File: src/rtl/xcorr_sync_ctrl.sv
// Frame-sync controller: sequences SEARCH/VERIFY/LOCK from correlator peak pulses and drives the detector threshold.
// Optional statistics counters (lock_cnt, miss_total) are enabled by defining XCORR_SYNC_STATS_EN.
module xcorr_sync_ctrl #(
  parameter int WDTH_CRR  = 24,
  parameter int FRAME_LEN = 1024,
  parameter int TOL       = 4,
  parameter int N_CONFIRM = 3,
  parameter int N_MISS    = 2
) (
  input  logic                clk,
  input  logic                rst,
  input  logic                en,
  input  logic                peak_sop,
  input  logic [WDTH_CRR-1:0] thr_search,
  input  logic [WDTH_CRR-1:0] thr_track,
  output logic [WDTH_CRR-1:0] thr_lvl,
  output logic [1:0]          state,
  output logic                lock,
  output logic                frame_start,
  output logic                miss_err
`ifdef XCORR_SYNC_STATS_EN
  ,
  output logic [15:0]         lock_cnt,
  output logic [15:0]         miss_total
`endif
);

  localparam int DW = $clog2(FRAME_LEN + TOL + 2);
  localparam int CW = $clog2(N_CONFIRM + 1);
  localparam int MW = $clog2(N_MISS + 1);

  localparam logic [DW-1:0] D_ONE = DW'(1);
  localparam logic [DW-1:0] D_LO  = DW'(FRAME_LEN - TOL);
  localparam logic [DW-1:0] D_HI  = DW'(FRAME_LEN + TOL);
  localparam logic [DW-1:0] D_MAX = DW'(FRAME_LEN + TOL + 1);
  localparam logic [DW-1:0] D_FLY = DW'(TOL + 1);
  localparam logic [CW-1:0] CONF_LAST = CW'(N_CONFIRM - 1);
  localparam logic [MW-1:0] MISS_LAST = MW'(N_MISS - 1);

  typedef enum logic [1:0] {
    S_IDLE   = 2'd0,
    S_SEARCH = 2'd1,
    S_VERIFY = 2'd2,
    S_LOCK   = 2'd3
  } state_t;

  state_t                state_q, state_d;
  logic [DW-1:0]         dist_q, dist_d;
  logic [CW-1:0]         conf_q, conf_d;
  logic [MW-1:0]         miss_q, miss_d;
  logic                  frame_start_d, miss_err_d, lock_d;
  logic [WDTH_CRR-1:0]   thr_d;
  logic                  win_hit, dist_expire;

  // dist_q counts cycles since the anchor cycle, so an anchor loads 1 for the following cycle.
  assign win_hit     = en && peak_sop && (dist_q >= D_LO) && (dist_q <= D_HI);
  assign dist_expire = (dist_q == D_HI) && !win_hit;

  // NOTE: sequential state uses non-blocking assignments so every register samples pre-edge values.
  always_ff @(posedge clk) begin
    if (rst) state_q <= S_IDLE;
    else     state_q <= state_d;
  end

  // NOTE: every combinational output gets a default first, so no path can infer a latch.
  always_comb begin
    state_d = state_q;
    if (!en) begin
      state_d = S_IDLE;
    end else begin
      case (state_q)
        S_IDLE:   state_d = S_SEARCH;
        S_SEARCH: if (peak_sop) state_d = S_VERIFY;
        S_VERIFY: begin
          if (win_hit && conf_q == CONF_LAST) state_d = S_LOCK;
          else if (dist_expire)               state_d = S_SEARCH;
        end
        S_LOCK:   if (dist_expire && miss_q == MISS_LAST) state_d = S_SEARCH;
        default:  state_d = S_IDLE;
      endcase
    end
  end

  always_comb begin
    dist_d        = (dist_q == D_MAX) ? dist_q : dist_q + D_ONE;
    conf_d        = conf_q;
    miss_d        = miss_q;
    frame_start_d = 1'b0;
    miss_err_d    = 1'b0;
    if (en) begin
      case (state_q)
        S_SEARCH: begin
          if (peak_sop) begin
            dist_d = D_ONE;
            conf_d = '0;
          end
        end
        S_VERIFY: begin
          if (win_hit) begin
            dist_d = D_ONE;
            conf_d = conf_q + CW'(1);
            if (conf_q == CONF_LAST) miss_d = '0;
          end else if (peak_sop) begin
            dist_d = D_ONE;
            conf_d = '0;
          end
        end
        S_LOCK: begin
          if (win_hit) begin
            dist_d        = D_ONE;
            miss_d        = '0;
            frame_start_d = 1'b1;
          end else if (dist_expire) begin
            // Flywheel: re-anchor virtually at the expected peak position.
            dist_d     = D_FLY;
            miss_d     = miss_q + MW'(1);
            miss_err_d = 1'b1;
          end
        end
        default: ;
      endcase
    end
    lock_d = (state_d == S_LOCK);
    case (state_q)
      S_IDLE:  thr_d = '1;
      S_LOCK:  thr_d = thr_track;
      default: thr_d = thr_search;
    endcase
  end

  always_ff @(posedge clk) begin
    if (rst) begin
      dist_q      <= '0;
      conf_q      <= '0;
      miss_q      <= '0;
      thr_lvl     <= '1;
      lock        <= 1'b0;
      frame_start <= 1'b0;
      miss_err    <= 1'b0;
    end else begin
      dist_q      <= dist_d;
      conf_q      <= conf_d;
      miss_q      <= miss_d;
      thr_lvl     <= thr_d;
      lock        <= lock_d;
      frame_start <= frame_start_d;
      miss_err    <= miss_err_d;
    end
  end

  assign state = state_q;

`ifdef XCORR_SYNC_STATS_EN
  always_ff @(posedge clk) begin
    if (rst) begin
      lock_cnt   <= '0;
      miss_total <= '0;
    end else begin
      if (state_q == S_VERIFY && state_d == S_LOCK && lock_cnt != 16'hFFFF)
        lock_cnt <= lock_cnt + 16'd1;
      if (miss_err_d && miss_total != 16'hFFFF)
        miss_total <= miss_total + 16'd1;
    end
  end
`endif

endmodule

File: config.mk
export PLATFORM = sky130hd
export DESIGN_NAME = xcorr_sync_ctrl
export DESIGN_NICKNAME = d
export VERILOG_FILES = /design/src/rtl/xcorr_sync_ctrl.sv
export SDC_FILE = /design/constraint.sdc
export NUM_CORES = 1
export LEC_CHECK = 0
export CAP_MARGIN = 20
export CORE_ASPECT_RATIO = 0.5
export CORE_MARGIN = 2
export CORE_UTILIZATION = 45
export DETAILED_ROUTE_END_ITERATION = 8
export GPL_TIMING_DRIVEN = 0
export PLACE_DENSITY = 0.8
export RECOVER_POWER = 100
export SLEW_MARGIN = 20
export SYNTH_ARGS = -nofsm -noshare
export SYNTH_HDL_FRONTEND = slang
export SYNTH_SLANG_ARGS = --single-unit
export TNS_END_PERCENT = 30
File: constraint.sdc
create_clock -name clk -period 2.58 [get_ports clk]
set_input_delay 0.387 -clock clk [delete_from_list [all_inputs] [get_ports clk]]
set_output_delay 0.387 -clock clk [all_outputs]
set_load 0.1 [all_outputs]
Word level (Yosys, flattened, before mapping)
Cells that the tools add are included.
{"block": "word_totals", "reg_bits": 44, "word_cells": 64}
{"block": "op_classes", "n_eq_ne": 11, "magnitude_cmp": 2, "n_bitwise": 2, "reduce_logical": 14, "add_sub_neg": 3, "mux": 24}
{"cell": "11-bit two-way mux", "n": 6}
{"cell": "24-bit case mux with 2 select lines", "n": 1}
{"cell": "11-bit case mux with 3 select lines", "n": 1}
{"cell": "11-bit equality test, second input constant", "n": 2}
{"cell": "2-bit two-way mux", "n": 11}
{"cell": "11-bit by 1-bit adder with 11-bit output, second input constant", "n": 1}
{"cell": "11-bit by 10-bit greater-or-equal comparator with 1-bit output, second input constant", "n": 1}
{"cell": "11-bit <= comparator, second input constant", "n": 1}
{"cell": "2-bit equality test, second input constant", "n": 4}
{"cell": "2-bit case mux with 2 select lines", "n": 2}
{"cell": "2-bit case mux with 4 select lines", "n": 1}
{"cell": "1-bit logical AND", "n": 6}
{"cell": "5-bit AND reduction", "n": 1}
{"cell": "2-bit by 1-bit adder with 2-bit output, second input constant", "n": 2}
{"cell": "2-bit by 1-bit equality test with 1-bit output, second input constant", "n": 2}
{"cell": "2-bit != test, second input constant", "n": 2}
{"cell": "2-bit nonzero test", "n": 2}
{"cell": "4-bit OR reduction", "n": 1}
{"cell": "3-bit != test, second input constant", "n": 1}
{"cell": "3-bit OR reduction", "n": 1}
{"cell": "2-bit zero test", "n": 1}
{"cell": "1-bit two-way mux", "n": 2}
{"cell": "1-bit inverter", "n": 2}
{"cell": "2-bit AND reduction", "n": 1}
{"cell": "1-bit zero test", "n": 1}

Logic depth before layout (Yosys ltp)
{"block": "logic_depth", "ltp_word": 10, "ltp_mapped": 9, "depth_no_buf": 7}

Worst setup path after synthesis
OpenSTA, ideal clock, no wires.
{"block": "synth_path", "path_kind": "register to register", "start": "register state_q[0] (netlist: state[0])", "end": "register lock", "stages_incl_launch_ff": 10, "path_slack_ns": -0.082, "setup_time_ns": 0.084, "required_ns": 2.496, "arrival_time_ns": 2.578, "period_less_slack_ns": 2.662, "path_buffers": 2, "path_cell_list": "dfxtp_1 -> inv_1 -> ha_1 -> clkbuf_1 -> nor2b_1 -> clkbuf_1 -> o211ai_1 -> a31o_2 -> a211o_1 -> o31ai_2"}
{"block": "synth_via", "elab_chain_len": 5, "word_cells_on_any_way": 11, "classes_between": "eq/ne: 4; mux: 6; reduce/logical: 1"}
{"item": "start: declaration", "line_no": "47", "source": "state_t state_q, state_d;"}
{"item": "start signal: assignment", "line_no": "62", "source": "else state_q <= state_d;"}
{"item": "2-bit two-way mux", "line_no": "76", "source": "else if (dist_expire) state_d = S_SEARCH;"}
{"item": "2-bit two-way mux", "line_no": "75", "source": "if (win_hit && conf_q == CONF_LAST) state_d = S_LOCK;"}
{"item": "2-bit case mux with 4 select lines (*)", "line_no": "71", "source": "case (state_q)"}
{"item": "2-bit two-way mux (*)", "line_no": "68", "source": "if (!en) begin"}
{"item": "2-bit equality test (*)", "line_no": "123", "source": "lock_d = (state_d == S_LOCK);"}
{"item": "end signal: assignment", "line_no": "145", "source": "lock <= lock_d;"}
{"item": "end: declaration", "line_no": "18", "source": "output logic lock,"}
Mark *: on every way between the ends. The rest lies on a longest branch, timed or not.
A chain may end at the register's enable or synchronous reset.

Worst setup path in the final report
{"block": "layout_path", "start": "register state_q[1] (netlist: state[1])", "end": "output port state[1]"}
{"item": "end: declaration", "line_no": "17", "source": "output logic [1:0] state,"}
No word-level cell between the ends.

==> summary.md <==
| Metric | Value |
|---|---|
| End of the worst register-to-register path | `dist_q[7]` |
| Worst-path maximum fanout | `7` |
| Compound-cell area share of the yosys netlist | `0.252` |
| Leakage power | `0.00110 uW` |
| Yosys cell types | `44` |
| CP endpoint | `state[1]` |
| Mapped Area | `0.00227 mm^2` |
| Post-cts resize count | `0` |
| Pwr Density | `509 mW/mm^2` |
| Ant. Diodes | `0` |
| CTS tree | `done` |
| Post-synth EDFFs | `0` |
| Synth area leaders | `dfxtp_1 39%, a211oi_1 8.6%, nor2b_1 7.4%` |
| Buffers and inverters on the worst path | `1` |
| GRT Residual Overflow | `0` |
| Post-Synth Simple-Gate Area | `0.219` |
| Crit path max-delay family | `buffers and inverters` |
| Layout Area Growth over Synthesis | `43.3%` |
| Sink Count | `44` |
| GRT Util Overall | `0.207` |
| TritonRoute pass-1 iters | `4` |
| Die Y | `54.2 um` |
| Slew margin rel. | `0.327` |
| Synth Net Count | `324` |
| Hold Buf Count CTS | `0` |
| Starting Density | `0.465` |
| Status | `complete, no violations` |
| Global-route wire length before repair | `9110 um` |
| Post-synth top flop | `dfxtp_1` |
| IO buf count | `79` |
| Worst reg2reg path depth | `8` |
| Core Rows | `18` |
| Worst Path Arrival | `2.01 ns` |
| Setup Viol. Count Final | `0` |
| Seq/Total Area, Yosys | `0.388` |
| Crit path time final | `2.39 ns` |
| CORE AREA | `0.00489 mm^2` |
| RSZ-0062 raised after global routing | `false` |
| Path category of the worst min-delay check | `reg2reg` |
| Top cells by count, synth | `44 x dfxtp_1, 27 x nor2b_1, 27 x o21ai_0, 26 x a211oi_1, 19 x nor2_1` |
| Max Slew Vio Count | `0` |
| Final period utilization | `0.928` |
| Final hold vios | `0` |
| Hold_sp | `conf_q[0]` |
| Dpl hpwl | `4470 um` |
| Layout cells sized above 1 | `0.0602` |
| Final clock skew | `0.00849 ns` |
| 1st-iter DRT viols | `65` |
| CTS H-tree depth | `2` |
| Launch point of the worst reg-to-reg path | `state[1]` |
| Vias in the first global route | `1876` |
| Largest net degree at the start of global routing | `15` |
| Worst-path cell chain | `dlygate4sd3_1` |
| Drc violations | `0` |
| Critical Path Start Type | `flop` |
| Die Footprint | `0.00567 mm^2` |
| Final core utilization | `0.666` |
| IR drop worst, VDD | `0.238 mV` |
| Worst EP required | `2.19 ns` |
| Worst skew pair latency | `0.30 ns` |
| Worst R2R Setup Slack | `0.38 ns` |
| ANT nets after route | `0` |
| Number of cells on the critical path | `1` |
| Clk Tree Root Cell | `clkbuf_8` |
| Post-CTS setup buffers | `0` |
| Area leader, netlist | `dfxtp_1` |
| CP Capture Type | `output port` |
| Worst-Margin Slew | `1.01 ns` |
| Synth Register Bits | `44` |
| CTS buffer count | `5` |
| Fmax | `418 MHz` |
| Initial antenna violation count | `0` |
| Boundary Pins | `81` |
| Final #Nets | `410` |
| Max-Cap Viols | `0` |
| Critical-path top delay cell | `dlygate4sd3_1` |
| WL/cell | `14.0 um` |
| Ys async rst share | `0` |
| Die X | `104 um` |
| Vias per cell | `5.25` |
| Via Count | `2199` |
| Mapped Avg Cell Area | `8.67 um^2` |
| Mux share of post-synthesis cell area | `0` |
| Synth Warn # | `0` |
| Clk buf depth | `2` |
| Gpl congestion | `0.849` |
| Share of the synthesized area in the top cell type | `0.388` |
| Crit path from | `state[1]` |
| Final WL | `5860 um` |
| Top-count cell post-synth | `dfxtp_1` |
| Post-synthesis cell count | `262` |
| XOR/XNOR Fraction of Synth Area | `0.0308` |
| Post-Synth Adder-Cell Area | `0.0551` |
| Setup TNS | `0 ns` |
| Largest family of logic cells by synthesized area | `compound AO/OA/AOI/OAI gates` |
| Crit Path Category | `reg2out` |
| CP peak stage delay | `1.25 ns` |
| Clk slew on worst S/H paths | `0.08 ns` |
flip-flops by register name (all words and copies together), names as in the netlist:
name	flops
conf_q	2
dist_q	11
thr_lvl	24
lock	1
miss_err	1
miss_q	2
frame_start	1
state	2
logic make-up (layout without fill, tap and decap cells):
logic type      after synthesis  in the layout
compound gates               81             81
xor+xnor                      8              8
fa+ha+maj                    10             10
buf+inv                      31            118
flops                        44             44
simple gates                 88             88
per-layer routing:
| layer | wire, um | vias up | track usage |
|---|---|---|---|
| met5 | 0 | - | 0 |
| met1 | 2650 | 1023 | 0.256 |
| met3 | 308 | 8 | 0.0524 |
| met2 | 2840 | 56 | 0.373 |
| met4 | 56 | 0 | 0.0608 |
| li1 | - | 1112 | - |
report_power, final:
part	internal (uW)	switching, uW
Clock	287	243
Combinational	139	270
Sequential	707	13.3
how the worst min path moves through the flow:
stage | to | slack (ns) | depth (start not counted)
global route | conf_q[0] | 0.48 | 2
CTS | conf_q[0] | 0.46 | 2
floorplan | conf_q[0] | 0.43 | 2
finish | conf_q[0] | 0.46 | 2
global placement | conf_q[0] | 0.44 | 2
detailed placement | conf_q[0] | 0.45 | 2
per-stage QoR:
| stage | worst slack, ns | hold slack, ns | instance area [um^2] | total power [uW] | cells |
|---|---|---|---|---|---|
| 2_1_floorplan | 0.303 | 0.426 | 2270 | 1000 | 262 |
| 3_3_place_gp | 0.247 | 0.444 | 3150 | 1150 | 411 |
| 3_5_place_dp | 0.195 | 0.450 | 3150 | 1150 | 411 |
| 4_1_cts | 0.322 | 0.461 | 3260 | 1680 | 419 |
| 5_1_grt | 0.131 | 0.481 | 3260 | 1720 | 419 |
| 6_report | 0.186 | 0.462 | 3260 | 1660 | 419 |
cell type report:
type | instances | area (um^2)
Clock inverter | 3 | 42.5
Multi-Input combinational cell | 187 | 1260
Fill cell | 401 | 1630
Inverter | 9 | 33.8
Timing Repair Buffer | 79 | 791
Tap cell | 70 | 87.6
Buffer | 22 | 93.8
Sequential cell | 44 | 882
Clock buffer | 5 | 68.8
layout by cell type, fill, tap and decap left out, types with 2 or more instances in the layout:
master and n:
xor2_1 4, clkbuf_1 18, xnor2_1 4, a31oi_1 3
o21ai_0 28, nand4b_1 2, ha_1 10, nand3_1 5
nand2_1 13, buf_2 2, nand4_1 6, nor4_1 3
a21oi_1 7, nor3_1 4, nor2_1 19, o2111ai_1 2
inv_1 9, dfxtp_1 43, clkdlybuf4s50_1 49, a211oi_1 26
o41ai_1 3, dlygate4sd3_1 30, clkbuf_8 5, nor2b_1 27
Note: power is estimated with default switching activity, not from simulation.
